### src/rtl/zrle_pkg.sv
// Shared definitions for the zero-run-length encoder and its read-path decoder.
package zrle_pkg;

  localparam int ZRLE_NUM_WIDTH = 16;
  localparam int ZRLE_RUN_WIDTH = 8;
  localparam int RUN_MAX        = 2**ZRLE_RUN_WIDTH - 1;

  typedef struct packed {
    logic [ZRLE_RUN_WIDTH-1:0] run;
    logic [ZRLE_NUM_WIDTH-1:0] value;
  } zrle_token_t;

  // Negative words are non-zero here; only an all-zero word extends a run.
  function automatic logic is_zero(input logic [ZRLE_NUM_WIDTH-1:0] word);
    return (word == '0);
  endfunction

endpackage

### src/rtl/zrle_encoder.sv
// Folds runs of zero activations into {run, value} tokens ahead of writeback.
// One output register; the run counter doubles as the IDLE/RUN state.
module zrle_encoder
  import zrle_pkg::*;
#(
  parameter int NUM_WIDTH = ZRLE_NUM_WIDTH,
  parameter int RUN_WIDTH = ZRLE_RUN_WIDTH
) (
  input  logic                           clk,
  input  logic                           rst,
  input  logic                           bypass,
  input  logic                           up_valid,
  output logic                           up_ready,
  input  logic [NUM_WIDTH-1:0]           up_data,
  input  logic                           up_last,
  output logic                           dn_valid,
  input  logic                           dn_ready,
  output logic [RUN_WIDTH+NUM_WIDTH-1:0] dn_data,
  output logic                           dn_last
);

  localparam logic [RUN_WIDTH-1:0] RUN_LIMIT = '1;

  logic                           accept;
  logic                           word_zero;
  logic [RUN_WIDTH-1:0]           run_cnt;
  logic [RUN_WIDTH-1:0]           run_cnt_nxt;
  logic                           dn_valid_nxt;
  logic [RUN_WIDTH+NUM_WIDTH-1:0] dn_data_nxt;
  logic                           dn_last_nxt;

  assign up_ready  = !dn_valid || dn_ready;
  assign accept    = up_valid && up_ready;
  assign word_zero = (up_data == '0);

  // A token that is not retired stays put; a retired one is replaced only if the accepted word emits.
  always_comb begin
    run_cnt_nxt  = run_cnt;
    dn_valid_nxt = dn_valid && !dn_ready;
    dn_data_nxt  = dn_data;
    dn_last_nxt  = dn_last;
    if (accept) begin
      if (bypass) begin
        dn_valid_nxt = 1'b1;
        dn_data_nxt  = {{RUN_WIDTH{1'b0}}, up_data};
        dn_last_nxt  = up_last;
      end else if (up_last) begin
        dn_valid_nxt = 1'b1;
        dn_data_nxt  = {run_cnt, up_data};
        dn_last_nxt  = 1'b1;
        run_cnt_nxt  = '0;
      end else if (!word_zero) begin
        dn_valid_nxt = 1'b1;
        dn_data_nxt  = {run_cnt, up_data};
        dn_last_nxt  = 1'b0;
        run_cnt_nxt  = '0;
      end else if (run_cnt == RUN_LIMIT) begin
        dn_valid_nxt = 1'b1;
        dn_data_nxt  = {RUN_LIMIT, {NUM_WIDTH{1'b0}}};
        dn_last_nxt  = 1'b0;
        run_cnt_nxt  = '0;
      end else begin
        run_cnt_nxt  = run_cnt + 1'b1;
      end
    end
  end

  always_ff @(posedge clk or posedge rst) begin
    if (rst) begin
      run_cnt  <= '0;
      dn_valid <= 1'b0;
      dn_data  <= '0;
      dn_last  <= 1'b0;
    end else begin
      run_cnt  <= run_cnt_nxt;
      dn_valid <= dn_valid_nxt;
      dn_data  <= dn_data_nxt;
      dn_last  <= dn_last_nxt;
    end
  end

endmodule

### config.mk
export PLATFORM = sky130hd
export DESIGN_NAME = zrle_encoder
export DESIGN_NICKNAME = d
export VERILOG_FILES = /design/src/rtl/zrle_pkg.sv /design/src/rtl/zrle_encoder.sv
export SDC_FILE = /design/constraint.sdc
export NUM_CORES = 1
export LEC_CHECK = 0
export BUFFER_PORTS_ARGS = -buffer_cell sky130_fd_sc_hd__buf_2
export CAP_MARGIN = 5
export CORE_MARGIN = 1.5
export CORE_UTILIZATION = 53
export CTS_BUF_LIST = sky130_fd_sc_hd__clkbuf_4
export DETAILED_ROUTE_END_ITERATION = 12
export PLACE_DENSITY_LB_ADDON = 0.1
export SYNTH_ARGS = -nofsm -noshare
export SYNTH_HDL_FRONTEND = slang
export SYNTH_SLANG_ARGS = --single-unit
### constraint.sdc
create_clock -name clk -period 3.45 [get_ports clk]
set_input_delay 0.1725 -clock clk [delete_from_list [all_inputs] [get_ports clk]]
set_output_delay 0.1725 -clock clk [all_outputs]
set_load 0.05 [all_outputs]
# Word level (Yosys, flattened, before mapping)
# Cells that the tools add are included.
# totals
register_bits,34
wordCells,32
output_inout_bits,27
# classes
n_eq_ne,2
n_addsub,1
bitwise,1
n_mux,16
n_reduce_logical,8
# op_table
operator,count
24-bit 2-to-1 mux,4
8-bit 2-to-1 mux,3
16-bit logical NOT,1
1-bit 2-to-1 mux,9
"8-bit by 1-bit adder with 8-bit output, second input constant",1
"8-bit equality test, second input constant",1
"4-bit by 3-bit != test with 1-bit output, second input constant",1
2-bit AND reduction,2
1-bit logical AND,2
1-bit logical NOT,2
1-bit logical OR,1
1-bit NOT,1

# Logic depth before layout (Yosys ltp)
# Gate-level depths: netlist (run 1).
# logic_depth
depth_word,7
depth_mapped,6

# Worst setup path after synthesis (run 1)
# No wires, ideal clock.
# synth_timing
path_kind,register -> register
startpoint,register dn_valid
endpoint,register dn_data[0]
t_arrival_ns,2.188
path_stages_with_launch,7
period_less_slack_ns,2.255
n_path_buf,2
setup_slack_ns,1.195
path_cell_list,dfrtp_1 -> nand2b_1 -> and2_1 -> clkbuf_1 -> o21a_1 -> clkbuf_1 -> a22o_1
# synth_between
elab_chain_cells,4
# synth_rtl
element,line,rtl
from (decl),zrle_encoder.sv:16,"output logic dn_valid,"
from (signal assigned),zrle_encoder.sv:76,dn_valid <= dn_valid_nxt;
1-bit logical NOT,zrle_encoder.sv:32,assign up_ready = !dn_valid || dn_ready;
1-bit logical OR,zrle_encoder.sv:32,
net up_ready,zrle_encoder.sv:13,"output logic up_ready,"
1-bit logical AND,zrle_encoder.sv:33,assign accept = up_valid && up_ready;
2-bit AND reduction (no line),n/a,
to (signal assigned),zrle_encoder.sv:77,dn_data <= dn_data_nxt;
to (decl),zrle_encoder.sv:18,"output logic [RUN_WIDTH+NUM_WIDTH-1:0] dn_data,"
# The timed path passes the listed nets, and every way through them passes these cells.
# A chain may end at the register's enable or synchronous reset.

# Final worst setup path (run 1)
# layout_timing
startpoint,register run_cnt[0]
endpoint,register dn_data[23]
# layout_between
elab_chain_cells,3
# layout_rtl
element,line,rtl
from (decl),zrle_encoder.sv:26,logic [RUN_WIDTH-1:0] run_cnt;
from (signal assigned),zrle_encoder.sv:75,run_cnt <= run_cnt_nxt;
8-bit equality test,zrle_encoder.sv:57,end else if (run_cnt == RUN_LIMIT) begin
4-bit by 3-bit != test with 1-bit output (no line),n/a,
2-bit AND reduction (no line),n/a,
# Every way passes these cells.

==> results of run 1 <==
## placed cells by master (no fill, tap or decap), types with 2 or more instances in the layout
cell type / n
a22o_1: 20
inv_1: 2
nand2b_1: 2
or4_1: 2
dfrtp_1: 34
nand3_1: 3
nor3_1: 14
a31oi_1: 2
and2_1: 3
nor2_1: 12
clkinv_2: 2
clkbuf_4: 5
nand2_1: 8
and3_1: 4
buf_2: 48
o31ai_1: 2
nor2b_1: 4
o21ai_0: 3
## final cells by class
class                      instances  area share [%]
clock buffer                       5            2.05
clock inverter                     2           0.546
inverter                           2           0.410
multi-input combinational         94            34.4
sequential                        34            46.4
tap                               31            2.12
timing repair buffer              50            14.1
## where the power goes
group	switching (mW)	internal [mW]	leakage, nW
clock network	0.128	0.0732	0.0308
registers	0.0194	0.436	0.433
logic	0.205	0.0691	0.446
## cells by family after synthesis
kind of cell,Yosys count,synth area share (%)
simple gates,59,21.7
compound gates,34,19.0
buf+inv,7,2.31
flops,34,56.2
fa+ha+maj,1,0.826
## worst max-delay path, cell delays in order, from the launching register on
cell and delay (ns):
dfrtp_1 0.42, ha_1 0.20, and3_1 0.23, nand2_1 0.14, a31oi_1 0.66, nor2_1 0.13
a311oi_1 0.35
## sequential cells by signal, summed over array words and instances (netlist names)
name / flops
dn_data: 24
dn_last: 1
dn_valid: 1
run_cnt: 8
## layer usage
| layer | vias to the layer above | wire, um | GRT usage, % | part of all wire [%] |
|---|---|---|---|---|
| li1 | 611 | - | - | - |
| met1 | 629 | 1510 | 29.9 | 45 |
| met2 | 44 | 1670 | 35.9 | 50 |
| met3 | 4 | 159 | 6.68 | 4.7 |
| met4 | 0 | 25 | 7.48 | 0.74 |
| met5 | - | 0 | 0 | 0 |
## stage by stage
stage / total power, mW / utilization [%]
6_report: 0.931 / 67.0
3_5_place_dp: 0.739 / 64.9
4_1_cts: 0.940 / 67.0
3_3_place_gp: 0.734 / 64.9
2_1_floorplan: 0.666 / -
5_1_grt: 0.973 / 67.0
## worst paths after layout
path	cells past startpoint	slack [ns]	from	endpoint
setup / recovery	6	1.22	run_cnt[0]$_DFFE_PP0P_	dn_data[23]$_DFFE_PP0P_
setup reg to reg	6	1.22	run_cnt[0]$_DFFE_PP0P_	dn_data[23]$_DFFE_PP0P_
hold reg to reg	1	0.50	dn_data[14]$_DFFE_PP0P_	dn_data[14]$_DFFE_PP0P_
max in group asynchronous	4	2.67	rst	dn_data[10]$_DFFE_PP0P_
hold / removal	2	0.07	up_data[5]	dn_data[5]$_DFFE_PP0P_
min in group asynchronous	4	0.46	rst	run_cnt[0]$_DFFE_PP0P_
==> out/metrics.csv, run 1 <==
metric,value,unit
status,finished clean,
dp_slack,1.16,ns
cts_buffers,5,
ios,49,
slew_headroom,46.1,%
ys.flop_type,dfrtp_1,
period_minus_slack,2.23,ns
maxSlewViolCount,0,
fp.dieW,56.5,um
multi_input_area,629,um2
dr.pass1.iters,4,
ant_nets,0,
cap_viol_max_count,0,
synth.area.top_cells,"dfrtp_1, a22o_1, nor3_1, nor2_1, nand2_1",
wl,3.37,mm
netlist_instances,135,
synth_most_common_cell,dfrtp_1,
die_area,3190,um2
start_util,55.4,%
max_freq,448,MHz
avgSynthCellArea,11.2,um2
required,3.68,ns
fin_cells,218,
grt_usage,22.7,%
design_area,1830,um2
dpl_cell_area,1770,um2
cts.path.max_buffers,2,
ys_async_sr_fraction,100,%
cts.sinks,34,
drc_errors,0,
final.setup_skew,0.0188,ns
crit_fanout,8,
core_area,2730,um2
drive_gt1_share,33.2,%
seq_area_frac_synth,56.2,%
cts_setup_buffers,0,
synth.net_count,158,
grt_pass1_vias,1217,
synth-edff-count,0,
rows,19,
grt_overflow,0,
hold_class,primary input to register,
leakagePower,0.910,nW
synthTopCellsByCount,"dfrtp_1, a22o_1, nor3_1",
ys_types,34,
routed_via_density,5.91,
nets,210,
vdd_drop_max,0.439,mV
hpwl,2.44,mm
worstSkewPairLatency,0.33,ns
finalHoldViolCount,0,
yosys.area.top_type,dfrtp_1,
clk_pin_slew,0.11,ns
rsz0062_at_grt,false,
tritoncts,yes,
tns,0,ns
finalSetupViolations,0,
vias,1288,
grt_first_pass_wirelength,5.51,mm
whs,0.0730,ns
place_congestion,0.869,
worst_slew_pin_slew,0.805,ns
post-route-period-util,64.7,%
criticalPathCategory,register to register,
clock-root-buffer,clkbuf_4,
grt_max_degree,35,
routedWlPerCell,15.4,um
fill_cells,228,
ctsHoldBuffers,1,
crit_path_start_kind,register,
antenna_found_initial,0,
h-tree-depth,2,
syn_to_final_growth,20.9,%
port_buffers,48,
post_cts_resize_count,0,
dp.cells,210,
yosys.area.top_type_share,56.2,%
worst_slack,1.22,ns
ys_ff_latch,34,
powerDensity,508,nW/um2
cp.arrival,2.46,ns
initialDrtViolationCount,37,
die_h,56.5,um
end_kind,register,
n_antenna_cell,0,
regArea,851,um2
syn_area,1520,um2
yosysWarnings,0,
Power figures use the tool's default switching activity.
==> run 2, diff against run 1 <==
- ABC_AREA: not set -> 1
- CORE_UTILIZATION: 53 -> 48
- clock period: 3.45 -> 2 ns (I/O delays scaled with it)
==> out/metrics.csv, run 2 <==
metric,value,unit,change
leakagePower,1.23,nW,+35%
final.setup_skew,0.00559,ns,-0.0132 ns
clock-root-buffer,clkbuf_4,,
layout_common_cells,"nand2_1, buf_2, dfrtp_1",,
crit_fanout,26,,+18
fp.dieW,62.9,um,+11%
cts.sinks,34,,unchanged
cts.path.max_buffers,2,,unchanged
syn_area,1720,um2,+14%
routed_via_density,4.66,,-21%
hpwl,2.47,mm,+1.4%
worst_slew_pin_slew,0.445,ns,-0.360 ns
nets,300,,+43%
rsz0062_at_grt,false,,
grt_overflow,0,,unchanged
synth-edff-count,0,,unchanged
drc_errors,0,,unchanged
synth_top_family_by_area,simple AND/OR/NAND/NOR gates,,
cp.arrival,1.93,ns,-0.53 ns
finalSetupViolations,0,,unchanged
avgSynthCellArea,8.28,um2,-26%
syn_to_final_growth,29.8,%,
regMostFlops,dn_data,,
post_cts_resize_count,0,,unchanged
max_freq,604,MHz,+35%
synth_xor_xnor_area_share,1.53,%,+1.5 points
n_antenna_cell,0,,unchanged
yosys.area.top_type,dfrtp_1,,
slew_headroom,70.3,%,+24 points
antenna_found_initial,0,,unchanged
ys_async_sr_fraction,100,%,unchanged
final_common_cell,nand2_1,,
tns,0,ns,unchanged
cap_viol_max_count,0,,unchanged
dr.pass1.iters,4,,unchanged
ys_ff_latch,34,,unchanged
start_util,50.8,%,-4.6 points
hold_class,primary input to register,,
reg_top3,"dn_data x24, run_cnt x8",,
synthTopCellsByCount,"nand2_1, dfrtp_1, nand2_2",,
criticalPathCategory,register to register,,
place_congestion,0.843,,-3.0%
largest_reg_flops,24,,unchanged
vias,1510,,+17%
drive_gt1_share,32.4,%,-0.78 points
initialDrtViolationCount,69,,+86%
ios,49,,unchanged
core_area,3390,um2,+24%
grt_max_degree,35,,unchanged
worst_slack,0.346,ns,-0.871 ns
die_area,3960,um2,+24%
die_h,62.9,um,+11%
grt_first_pass_wirelength,6.31,mm,+15%
grt_usage,20.2,%,-2.4 points
worstSkewPairLatency,0.33,ns,about the same
synthSimpleGateAreaFrac,40.6,%,+19 points
clk_pin_slew,0.10,ns,about the same
tritoncts,yes,,
seq_area_frac_synth,49.4,%,-6.7 points
synth_most_common_cell,nand2_1,,
dp_slack,0.360,ns,-0.803 ns
yosys.area.top_type_share,49.4,%,-6.7 points
grt_pass1_vias,1420,,+17%
port_buffers,48,,unchanged
yosysWarnings,0,,unchanged
crit_path_start_kind,register,,
finalHoldViolCount,0,,unchanged
ys.flop_type,dfrtp_1,,
h-tree-depth,2,,unchanged
synth.net_count,231,,+46%
ys_types,25,,-26%
netlist_instances,208,,+54%
ctsHoldBuffers,16,,+15
powerDensity,757,nW/um2,+49%
status,finished clean,,
required,2.27,ns,-1.41 ns
end_kind,register,,
ant_nets,0,,unchanged
cts_setup_buffers,0,,unchanged
cts_buffers,5,,unchanged
routedWlPerCell,11.3,um,-27%
wl,3.68,mm,+9.2%
synthAdderAreaFrac,0.727,%,-0.099 points
synth.area.top_cells,"dfrtp_1, nand2_1, nand2_2, nand3_1, nor2_1",,
synth_compound_area_share,2.47,%,-17 points
maxSlewViolCount,0,,unchanged
post-route-period-util,82.7,%,+18 points
synth_mux_area_share,0,%,unchanged
rows,21,,+2
vdd_drop_max,0.612,mV,+39%
period_minus_slack,1.65,ns,-0.579 ns
-- run 2: cell types whose count changed in the layout (fill, tap and decap cells not counted), moves of 4 or more --
cell,before,now
nand2_1,8,84
nand2_2,1,23
a22o_1,20,0
dlygate4sd3_1,1,17
nor3_1,14,1
nand3_1,3,14
inv_1,2,11
and3_1,4,0
nor2b_1,4,0
-- run 2: final cells by class --
type                    count  area (um2)
multi-input cells         158         781
clock buffers               7        52.6
clock inverters             1        30.0
flip-flops and latches     34         851
inverters                  12        45.0
well taps                  46        57.6
repair buffers             66         418
fillers                   282        1150
-- run 2: layer usage --
| metal | vias to the layer above | track usage [%] | wire length [um] |
|---|---|---|---|
| met5 | - | 0 | 0 |
| li1 | 779 | - | - |
| met4 | 0 | 6.94 | 55 |
| met2 | 41 | 33.4 | 1800 |
| met1 | 683 | 25.1 | 1680 |
| met3 | 7 | 6.13 | 150 |
-- run 2: critical path, cell delays in order, from the launching register on --
cell and delay [ns]:
dfrtp_1 0.42, ha_1 0.24, nand3_1 0.12, inv_1 0.07
nand2_2 0.08, nand4_4 0.19, nand2_4 0.34, nand2_1 0.09
nand2_1 0.07
-- run 2: through the flow --
stage	hold WS (ns)	util, %	instance area (um2)	cells	power [mW]
after floorplan	0.217	-	1720	208	1.08
after global placement	0.214	58.5	1980	299	1.17
after detailed placement	0.213	58.5	1980	299	1.17
after CTS	0.00442	65.6	2220	323	1.71
after global routing	0.0310	65.9	2230	324	1.78
final	0.0401	65.9	2230	324	1.69
-- run 2: cell families after synthesis --
kind of cell,after synthesis
compound gates,7
xor+xnor,3
fa+ha+maj,1
buf+inv,16
flops,34
simple gates,147
-- run 2: path summary, 6_finish.rpt --
check,start,endpoint,slack [ns],cells after the start
setup / recovery,run_cnt[0]$_DFFE_PP0P_,dn_data[1]$_DFFE_PP0P_,0.35,8
hold / removal,dn_ready,dn_valid$_DFF_PP0_,0.04,4
setup reg to reg,run_cnt[0]$_DFFE_PP0P_,dn_data[1]$_DFFE_PP0P_,0.35,8
hold reg to reg,dn_data[22]$_DFFE_PP0P_,dn_data[22]$_DFFE_PP0P_,0.47,2
max in group asynchronous,rst,dn_data[20]$_DFFE_PP0P_,1.30,4
min in group asynchronous,rst,dn_data[7]$_DFFE_PP0P_,0.39,4
-- run 2: power by group --
part           total (mW)  internal [mW]  switching, mW
Clock               0.508          0.292          0.216
Combinational       0.418          0.108          0.310
Sequential          0.766          0.736         0.0299
Total                1.69           1.14          0.556
==> run 3, diff against run 2 <==
- ABC_AREA: 1 -> 0
- CORE_UTILIZATION: 48 -> 52
- clock period: 2 -> 1.6 ns (I/O delays scaled with it)
==> out/metrics.csv, run 3 (same netlist as run 1, synthesis figures left out) <==
metric,value,unit,change
status,"finished, violations left",,
violations,setup timing,,
h-tree-depth,2,,unchanged
vdd_drop_max,0.937,mV,+53%
max_freq,610,MHz,
regMostFlops,dn_data,,
initialDrtViolationCount,92,,+33%
cp.arrival,1.93,ns,about the same
powerDensity,934,nW/um2,+23%
routedWlPerCell,18.0,um,+59%
cp_cell_sequence,buf_2 > or4_4 > nor4_4 > nand2_2 > o31ai_4 > buf_6 > clkbuf_16 > a22o_1,,
hpwl,2.70,mm,+9.2%
hold_class,primary input to register,,
cts.path.max_buffers,2,,unchanged
period_minus_slack,1.64,ns,
cts_buffers,5,,unchanged
post-route-period-util,103,%,
drive_gt1_share,46.7,%,+14 points
layout_common_cells,"buf_2, dfrtp_1, buf_4",,
tritoncts,yes,,
fill_cells,172,,-39%
slowest_delay,0.56,ns,+0.14 ns
fin_cells,260,,-20%
routed_via_density,5.98,,+28%
grt_overflow,0,,unchanged
drc_errors,0,,unchanged
grt_first_pass_wirelength,6.89,mm,+9.1%
port_buffers,48,,unchanged
dp.cells,231,,-23%
worstSkewPairLatency,0.34,ns,about the same
cp.buffers_inverters,3,,+2
criticalPathCategory,primary input to register,,
largest_reg_flops,24,,unchanged
clock-root-buffer,clkbuf_4,,
critPathSlowestCell,or4_4,,
tns,-0.273,ns,-0.273 ns
crit_path_start_kind,primary input,,
min_from,up_data[3],,
vias,1555,,+3.0%
slew_headroom,71.6,%,+1.3 points
ios,49,,unchanged
cts.sinks,34,,unchanged
ant_nets,0,,unchanged
die_area,3250,um2,-18%
worst_slew_pin_slew,0.425,ns,-0.0196 ns
final_common_cell,buf_2,,
cp-startpoint,up_data[15],,
dr.pass1.iters,4,,unchanged
grt_usage,27.9,%,+7.6 points
n_antenna_cell,0,,unchanged
finalSetupViolations,10,,+10
rsz0062_at_grt,true,,
final.setup_skew,0.00639,ns,+0.000801 ns
fp.dieW,57.0,um,-9.4%
r2r_start,run_cnt[1]$_DFFE_PP0P_,,
end_kind,register,,
crit_fanout,4,,-85%
wl,4.68,mm,+27%
finalHoldViolCount,0,,unchanged
nets,251,,-16%
syn_to_final_growth,51.6,%,
start_util,54.9,%,+4.2 points
cap_viol_max_count,0,,unchanged
die_h,57.0,um,-9.4%
fin_util,83.3,%,+17 points
place_congestion,0.853,,+1.3%
reg_top3,"dn_data x24, run_cnt x8",,
clk_pin_slew,0.10,ns,about the same
core_area,2760,um2,-19%
leakagePower,1.14,nW,-7.1%
required,1.89,ns,-0.38 ns
whs,0.0116,ns,-0.0284 ns
grt_pass1_vias,1426,,+0.42%
worst_slack,-0.0406,ns,-0.386 ns
antenna_found_initial,0,,unchanged
grt_max_degree,35,,unchanged
maxSlewViolCount,0,,unchanged
rows,19,,-9.5%
cp_top_family,simple AND/OR/NAND/NOR gates,,
-- run 3: changes by cell type in the layout (fill, tap and decap cells not counted), sizes merged, moves of 4 or more --
cell,delta
a22o,+20
and3,+4
nor2,-8
inv,-10
buf,+29
nand3,-12
nor2b,+4
nand2,-99
nor3,+13
dlygate4sd3,-5
-- run 3: stage by stage --
stage,power [mW],cell area [um2],setup WS [ns]
final,2.15,2300,-0.0406
after global routing,2.23,2300,-0.111
after CTS,2.11,2210,-0.0227
after detailed placement,1.62,1960,-0.256
after global placement,1.61,1960,-0.260
after floorplan,1.45,1550,-0.163
-- run 3: path summary, 6_finish.rpt --
check / to / slack [ns] / depth (start not counted)
min reg2reg: dn_data[3]$_DFFE_PP0P_ / 0.51 / 1
max in group asynchronous: dn_valid$_DFF_PP0_ / 0.92 / 4
max: dn_data[1]$_DFFE_PP0P_ / -0.04 / 8
min: dn_data[3]$_DFFE_PP0P_ / 0.01 / 2
max reg2reg: dn_data[1]$_DFFE_PP0P_ / -0.03 / 7
min in group asynchronous: dn_data[21]$_DFFE_PP0P_ / 0.36 / 4
-- run 3: where the power goes --
group          internal (mW)  switching, mW
sequential             0.941         0.0466
combinational          0.206          0.472
clock                  0.182          0.299
total                   1.33          0.818
-- run 3: timing repair --
item | 4_1_cts | 5_1_grt
hold buffers | 11 | 1
endpoints found under the hold margin | 44 | 1
resized for setup | 7 | 11
pin swaps | 3 | 13
cloned | 1 | 2
endpoints found under the setup margin | 26 | 33
setup buffers | 4 | 3
-- run 3: layout make-up --
type                    count  area, um2  area share (%)
multi-input cells          94        713            31.0
well taps                  31       38.8            1.69
clock inverters             2       8.76           0.381
inverters                   2       7.51           0.327
repair buffers             91        632            27.5
clock buffers               6       45.0            1.96
flip-flops and latches     34        852            37.1
-- run 3: per-layer routing --
metal	global-route usage, %	vias up	share of wire (%)
li1	-	699	-
met3	7.71	11	7.4
met1	38.5	760	40
met5	0	-	0
met2	44.8	85	50
met4	5.65	0	1.9
